[src/rtl/mem_arbiter.sv]
// Three-port (D load/store, I fetch, X external loader) arbiter onto one single-port SRAM, with X-port lock.
// Define MEM_ARBITER_RR_EN for round-robin arbitration; otherwise fixed priority D > I > X with I-port starvation promotion.
module mem_arbiter #(
    parameter int AW         = 14,
    parameter int STARVE_LIM = 4
) (
    input  logic          clk,
    input  logic          rst_n,
    input  logic          i_req,
    input  logic          d_req,
    input  logic          x_req,
    input  logic [31:0]   i_addr,
    input  logic [31:0]   d_addr,
    input  logic [31:0]   x_addr,
    input  logic          d_we,
    input  logic          x_we,
    input  logic [3:0]    d_be,
    input  logic [3:0]    x_be,
    input  logic [31:0]   d_wdata,
    input  logic [31:0]   x_wdata,
    input  logic          x_lock,
    output logic          i_gnt,
    output logic          d_gnt,
    output logic          x_gnt,
    output logic          i_rvalid,
    output logic          d_rvalid,
    output logic          x_rvalid,
    output logic [31:0]   i_rdata,
    output logic [31:0]   d_rdata,
    output logic [31:0]   x_rdata,
    output logic          mem_en,
    output logic          mem_we,
    output logic [AW-1:0] mem_addr,
    output logic [3:0]    mem_be,
    output logic [31:0]   mem_wdata,
    input  logic [31:0]   mem_rdata
);

    typedef enum logic {ARB, LOCKED} state_t;
    typedef enum logic [1:0] {PORT_D = 2'd0, PORT_I = 2'd1, PORT_X = 2'd2} port_t;

    state_t state;
    logic   rd_pend;
    port_t  rd_port;
    logic   arb_mode;
    logic   gnt_d, gnt_i, gnt_x;
    logic   any_gnt, wr;

    // A locked FSM whose x_lock has dropped already arbitrates normally in that cycle.
    assign arb_mode = (state == ARB) || !x_lock;

`ifdef MEM_ARBITER_RR_EN
    port_t ptr;

    // NOTE: every always_comb output gets a default first, so no path can infer a latch.
    always_comb begin
        gnt_d = 1'b0;
        gnt_i = 1'b0;
        gnt_x = 1'b0;
        if (!arb_mode) begin
            gnt_x = x_req;
        end else begin
            case (ptr)
                PORT_D: if (d_req) gnt_d = 1'b1; else if (i_req) gnt_i = 1'b1; else if (x_req) gnt_x = 1'b1;
                PORT_I: if (i_req) gnt_i = 1'b1; else if (x_req) gnt_x = 1'b1; else if (d_req) gnt_d = 1'b1;
                default: if (x_req) gnt_x = 1'b1; else if (d_req) gnt_d = 1'b1; else if (i_req) gnt_i = 1'b1;
            endcase
        end
    end

    // ptr names the port searched first; it moves past the winner on each ARB grant.
    always_ff @(posedge clk or negedge rst_n) begin
        if (!rst_n) begin
            ptr <= PORT_D;
        end else if (arb_mode && any_gnt) begin
            ptr <= gnt_d ? PORT_I : (gnt_i ? PORT_X : PORT_D);
        end
    end
`else
    localparam logic [2:0] LIM = 3'(STARVE_LIM);
    logic [2:0] starve;

    // NOTE: every always_comb output gets a default first, so no path can infer a latch.
    always_comb begin
        gnt_d = 1'b0;
        gnt_i = 1'b0;
        gnt_x = 1'b0;
        if (!arb_mode)                 gnt_x = x_req;
        else if (i_req && starve == LIM) gnt_i = 1'b1;
        else if (d_req)                gnt_d = 1'b1;
        else if (i_req)                gnt_i = 1'b1;
        else if (x_req)                gnt_x = 1'b1;
    end

    // Counting pauses while locked; saturates so promotion holds until I is served.
    always_ff @(posedge clk or negedge rst_n) begin
        if (!rst_n) begin
            starve <= '0;
        end else if (arb_mode) begin
            if (!i_req || gnt_i)  starve <= '0;
            else if (starve != LIM) starve <= starve + 3'd1;
        end
    end
`endif

    assign any_gnt = gnt_d | gnt_i | gnt_x;
    assign wr      = (gnt_d & d_we) | (gnt_x & x_we);

    // NOTE: grants and SRAM controls are combinational, so they are gated by rst_n to read 0 during reset.
    assign d_gnt  = rst_n & gnt_d;
    assign i_gnt  = rst_n & gnt_i;
    assign x_gnt  = rst_n & gnt_x;
    assign mem_en = rst_n & any_gnt;
    assign mem_we = rst_n & wr;

    always_comb begin
        mem_addr  = '0;
        mem_be    = '0;
        mem_wdata = '0;
        if (rst_n) begin
            if (gnt_d) begin
                mem_addr  = d_addr[AW+1:2];
                mem_be    = d_we ? d_be : 4'hF;
                mem_wdata = d_wdata;
            end else if (gnt_i) begin
                mem_addr  = i_addr[AW+1:2];
                mem_be    = 4'hF;
            end else if (gnt_x) begin
                mem_addr  = x_addr[AW+1:2];
                mem_be    = x_we ? x_be : 4'hF;
                mem_wdata = x_wdata;
            end
        end
    end

    // NOTE: sequential state uses non-blocking assignments so all registers update from pre-edge values.
    always_ff @(posedge clk or negedge rst_n) begin
        if (!rst_n) begin
            state   <= ARB;
            rd_pend <= 1'b0;
            rd_port <= PORT_D;
        end else begin
            rd_pend <= any_gnt && !wr;
            rd_port <= gnt_i ? PORT_I : (gnt_x ? PORT_X : PORT_D);
            if (arb_mode) state <= (gnt_x && x_lock) ? LOCKED : ARB;
        end
    end

    assign d_rvalid = rst_n & rd_pend & (rd_port == PORT_D);
    assign i_rvalid = rst_n & rd_pend & (rd_port == PORT_I);
    assign x_rvalid = rst_n & rd_pend & (rd_port == PORT_X);
    assign d_rdata  = d_rvalid ? mem_rdata : '0;
    assign i_rdata  = i_rvalid ? mem_rdata : '0;
    assign x_rdata  = x_rvalid ? mem_rdata : '0;

    // Byte offset and bits above the SRAM window are intentionally ignored.
    logic unused_addr_bits;
    assign unused_addr_bits = ^{i_addr[31:AW+2], i_addr[1:0], d_addr[31:AW+2], d_addr[1:0],
                                x_addr[31:AW+2], x_addr[1:0]};

endmodule

[config.mk]
export PLATFORM = sky130hd
export DESIGN_NAME = mem_arbiter
export DESIGN_NICKNAME = d
export VERILOG_FILES = /design/src/rtl/mem_arbiter.sv
export SDC_FILE = /design/constraint.sdc
export NUM_CORES = 1
export LEC_CHECK = 0
export ABC_AREA = 1
export BUFFER_PORTS_ARGS = -buffer_cell sky130_fd_sc_hd__buf_2
export CAP_MARGIN = 10
export CORE_AREA = 10 10 132 134
export CTS_BUF_LIST = sky130_fd_sc_hd__clkbuf_4 sky130_fd_sc_hd__clkbuf_8
export DETAILED_ROUTE_END_ITERATION = 7
export DIE_AREA = 0 0 142 144
export SLEW_MARGIN = 10
export SYNTH_ARGS = -nofsm -noshare
export SYNTH_HDL_FRONTEND = slang
export SYNTH_SLANG_ARGS = --single-unit
[constraint.sdc]
create_clock -name clk -period 3.95 [get_ports clk]
set_input_delay 0.79 -clock clk [delete_from_list [all_inputs] [get_ports clk]]
set_output_delay 0.79 -clock clk [all_outputs]
set_load 0.01 [all_outputs]
# Word level (Yosys, flattened, before mapping)
# Cells that the tools add are included.
# word_totals
reg_bits	7
latchBits	0
mem_bits_rw	0
romBits	0
input_bits	208
output_inout_bits	154
wordCells	69
mem_count	0
# classes
addsub	1
n_mul	0
div_mod_pow	0
magnitude_cmp	0
n_eq_ne	4
shift	0
mux	34
n_bitwise	15
n_reduce_logical	11
# op_table
op	count
32-bit two-way mux	7
14-bit two-way mux	4
4-bit two-way mux	6
1-bit two-way mux	13
1-bit AND	11
3-bit two-way mux	2
2-bit two-way mux	2
3-bit by 1-bit adder with 3-bit output (second input constant)	1
3-bit == test (second input constant)	1
1-bit logical AND	3
1-bit logical NOT	3
3-bit != test (second input constant)	1
1-bit bitwise OR	3
2-bit by 1-bit == test with 1-bit output (second input constant)	1
2-bit == test (second input constant)	1
2-bit logical NOT	1
1-bit logical OR	2
2-bit AND reduction	1
2-bit nonzero test	1
1-bit NOT	1

# Logic depth before layout (Yosys ltp)
# depth
word_depth	9
ltp_mapped	10
ltp_nobuf	9

# Worst setup path before layout
# Ideal clock, no wire load.
# synth_timing
path_kind	input to output
start	in rst_n
end	out i_rdata[10]
arrival_time_ns	1.682
t_required_ns	3.160
setup_slack_ns	1.478
cell_stages	6
path_buffers	2
cell_sequence	buf_4 -> nand2_1 -> nor3_2 -> inv_2 -> buf_2 -> nor2_1
# synth_via
elab_chain_cells	3
# synth_lines
item	line_no	text
start: declaration	8	input logic rst_n,
1-bit AND (2 in a row)	150	assign i_rvalid = rst_n & rd_pend & (rd_port == PORT_I);
net i_rvalid	25	output logic i_rvalid,
32-bit two-way mux	153	assign i_rdata = i_rvalid ? mem_rdata : '0;
end: declaration	28	output logic [31:0] i_rdata,
# The timed path passes the listed nets, and every way through them passes these cells.

# Worst setup path after layout
# layout_timing
start	in x_req
end	out mem_wdata[6]
# layout_via
elab_chain_cells	9
# layout_lines
item	line_no	text
start: declaration	11	input logic x_req,
1-bit two-way mux	92	else if (x_req) gnt_x = 1'b1;
1-bit two-way mux	91	else if (i_req) gnt_i = 1'b1;
1-bit two-way mux	90	else if (d_req) gnt_d = 1'b1;
1-bit two-way mux	89	else if (i_req && starve == LIM) gnt_i = 1'b1;
1-bit two-way mux *	88	if (!arb_mode) gnt_x = x_req;
32-bit two-way mux *	128	end else if (gnt_x) begin
32-bit two-way mux *	125	end else if (gnt_i) begin
32-bit two-way mux *	121	if (gnt_d) begin
32-bit two-way mux *	120	if (rst_n) begin
end: declaration	35	output logic [31:0] mem_wdata,
# Every way passes the cells marked *; elsewhere a longest branch is shown, timed or not.

==> results.yml <==
yosys:
  synth_cell_types: 25
  ys.warnings.count: 0
  syn_nets: 672
  syn_area_mm2: 0.002150
  yosys.area_share.simple_pct: 63.10
  syn_inst: 462
  synthAdderAreaFrac_pct: 1.164
  synth_top_family_by_area: "simple AND/OR/NAND/NOR gates"
  synth_seq_cells: 7
  avgSynthCellArea_um2: 4.653
  yosysSeqAreaShare_pct: 8.149
  synth_compound_area_share_pct: 3.085
  synth_xor_area_share_pct: 0.4075
  muxShareOfSynthArea_pct: 0
cells_and_area:
  instances_no_fill: 940
  antenna_cells: 0
  post-route-util_pct: 25.85
  regArea_um2: 175.2
  multi_input_area_mm2: 0.001456
  layout_commonest_cell: "buf_2"
  nFillCells: 1764
  design_area_mm2: 0.003842
  final_layout_size_suffix_gt1_share_pct: 44.68
  layout.nets: 963
  final_cell_mix: "buf_2, nand2_1, nor2_1, inv_1, nand3_1"
  syn2layout_area_growth_pct: 78.75
setup_path:
  reg2reg_depth: 8
  crit_fanout: 33
  max_stage_delay_ns: 0.58
  required_ns: 3.16
  cp.arrival_ns: 2.27
  crit_family: "simple AND/OR/NAND/NOR gates"
  path_buf_inv: 2
  r2r_slack_ns: 2.34
  path_cells: "buf_2 -> nand2_1 -> nor2_4 -> nand2_1 -> nand2_1 -> buf_2"
  critPathLaunchType: "input port"
  reg2reg_from: "starve[0]$_DFFE_PN0P_"
  endpoint_kind: "output port"
  r2r-end: "starve[2]$_DFFE_PN0P_"
  cp_slowest_cell: "nor2_4"
  crit_type: "in -> out"
  crit_path_frequent_cell: "nand2_1"
pwr:
  p_per_area_mw_per_mm2: 141.5
  fin_total_pwr_mw: 0.5438
  power.leakage_nw: 2.885
  ir_worst_vdd_uv: 79.34
timing:
  slew-limit-headroom_pct: 52.42
  setup-violations-final: 0
  setup_slack_ns: 0.8904
  post-route-period-util_pct: 77.46
  tightest_slew_ns: 0.7121
  hold_viol_final: 0
  clock_skew_ns: 0.006427
  drv_slew: 0
  fin_crit_ns: 3.060
  fin_tns_setup_ns: 0
  hold_slack_ns: 0.5331
  maxClockFrequency_mhz: 326.8
  rsz0062_at_grt: "no"
place:
  gp_congestion: 0.8213
  dp_slack_ns: 0.8708
  dpl.cell_count: 936
  hpwl_mm: 11.85
  numPortBuffers: 307
  placed_area_mm2: 0.003794
global_route:
  grt_pass1_vias: 3685
  antenna_found_initial: 0
  grt_pass1_wl_mm: 19.62
  track_usage_pct: 11.75
  grt_max_degree: 34
  gr-total-overflow: 0
cts:
  clk_path_buf_depth: 2
  cts_resized: 0
  insertion_delay_ns: 0.23
  cts.sinks: 7
  cts.clk_slew.worst_paths_ns: 0.04
  cts.htree.levels: 1
  cts_setup_buffers: 0
  cts_root_buffer: "clkbuf_8"
  ctsHoldBuffers: 0
  numCtsBuffers: 3
  cts_tree: "done"
floorplan:
  fp-row-count: 45
  io_pins: 362
  core-area_mm2: 0.01486
  die_h_um: 144
  die-area_mm2: 0.02045
  start_util_pct: 14.46
  die-width_um: 142
route:
  drc: 0
  routed_via_density: 3.910
  drt_wl_total_mm: 13.59
  firstDrtPassIters: 4
  wl_per_cell_um: 14.45
  antenna_left: 0
  vias: 3675
  drt-initial-drc-count: 239
worst_hold_path:
  hold_end: "starve[0]$_DFFE_PN0P_"
  hold_depth: 1
  worstHoldStart: "starve[0]$_DFFE_PN0P_"
  hold_path_class: "reg -> reg"
job:
  drv_cap: 0
status:
  status: "complete, no violations"
-- worst max-delay path by stage --
stage	from	endpoint	cells past startpoint
2_1_floorplan	rst_n	i_rdata[10]	6
3_3_place_gp	rst_n	mem_wdata[1]	6
3_5_place_dp	rst_n	mem_wdata[6]	6
4_1_cts	rst_n	mem_wdata[6]	6
5_1_grt	rst_n	mem_wdata[5]	6
6_report	x_req	mem_wdata[6]	6
-- worst reg2reg max path, cell delays in order, from the launching register on --
cell and delay (ns):
dfrtp_1 0.39, inv_1 0.06, ha_1 0.22, nand3_4 0.09
buf_4 0.25, nand2_4 0.18, nand2_1 0.18, nand2_1 0.07
a21oi_1 0.11
-- cells by family after synthesis --
kind of cell,count (synthesis)
buf+inv,119
xor+xnor,1
compound gates,10
flops,7
simple gates,323
fa+ha+maj,2
-- metal layers --
metal | track usage, % | wire length (µm) | part of all wire (%) | vias up
li1 | - | - | - | 1922
met1 | 12.35 | 5067 | 37 | 1538
met2 | 20.72 | 6504 | 48 | 204
met3 | 5.412 | 1833 | 13 | 11
met4 | 3.012 | 180 | 1.3 | 0
met5 | 0 | 0 | 0 | -
-- power breakdown --
group	leakage, nW	switching, mW	internal (mW)	total [mW]
Clock	0.0262	0.0325	0.0768	0.109
Combinational	2.77	0.209	0.146	0.354
Sequential	0.0916	0.00380	0.0764	0.0802
-- flip-flops by register name, indices dropped and copies added (netlist names) --
signal,flops
starve,3
rd_port,2
rd_pend,1
state,1
-- synthesized netlist by cell type --
master | n | area, µm²
nand3_1 | 56 | 280.3
a21oi_1 | 2 | 10.01
ha_1 | 2 | 25.02
o22ai_1 | 1 | 6.260
nand2_1 | 145 | 544.3
nor2_4 | 2 | 22.52
nand3_4 | 1 | 17.52
nor3_2 | 3 | 30.03
a21oi_4 | 1 | 16.27
nand4_1 | 1 | 6.260
o21ai_0 | 5 | 25.02
buf_2 | 12 | 60.06
nand2_2 | 4 | 25.02
xor2_1 | 1 | 8.760
nand3_2 | 1 | 10.01
nand2_4 | 1 | 11.26
clkbuf_1 | 2 | 7.510
buf_4 | 9 | 67.56
dfrtp_1 | 7 | 175.2
buf_1 | 1 | 3.750
nor2_1 | 109 | 409.1
inv_1 | 87 | 326.6
buf_6 | 3 | 33.78
inv_2 | 5 | 18.77
o21ai_2 | 1 | 8.760
-- final cells by class --
class,count,area share (%)
repair buffers,313,41.16
multi-input cells,336,37.90
inverters,92,8.987
well taps,188,6.122
flip-flops and latches,7,4.559
clock buffers,4,1.270
(Power assumes the default switching activity.)
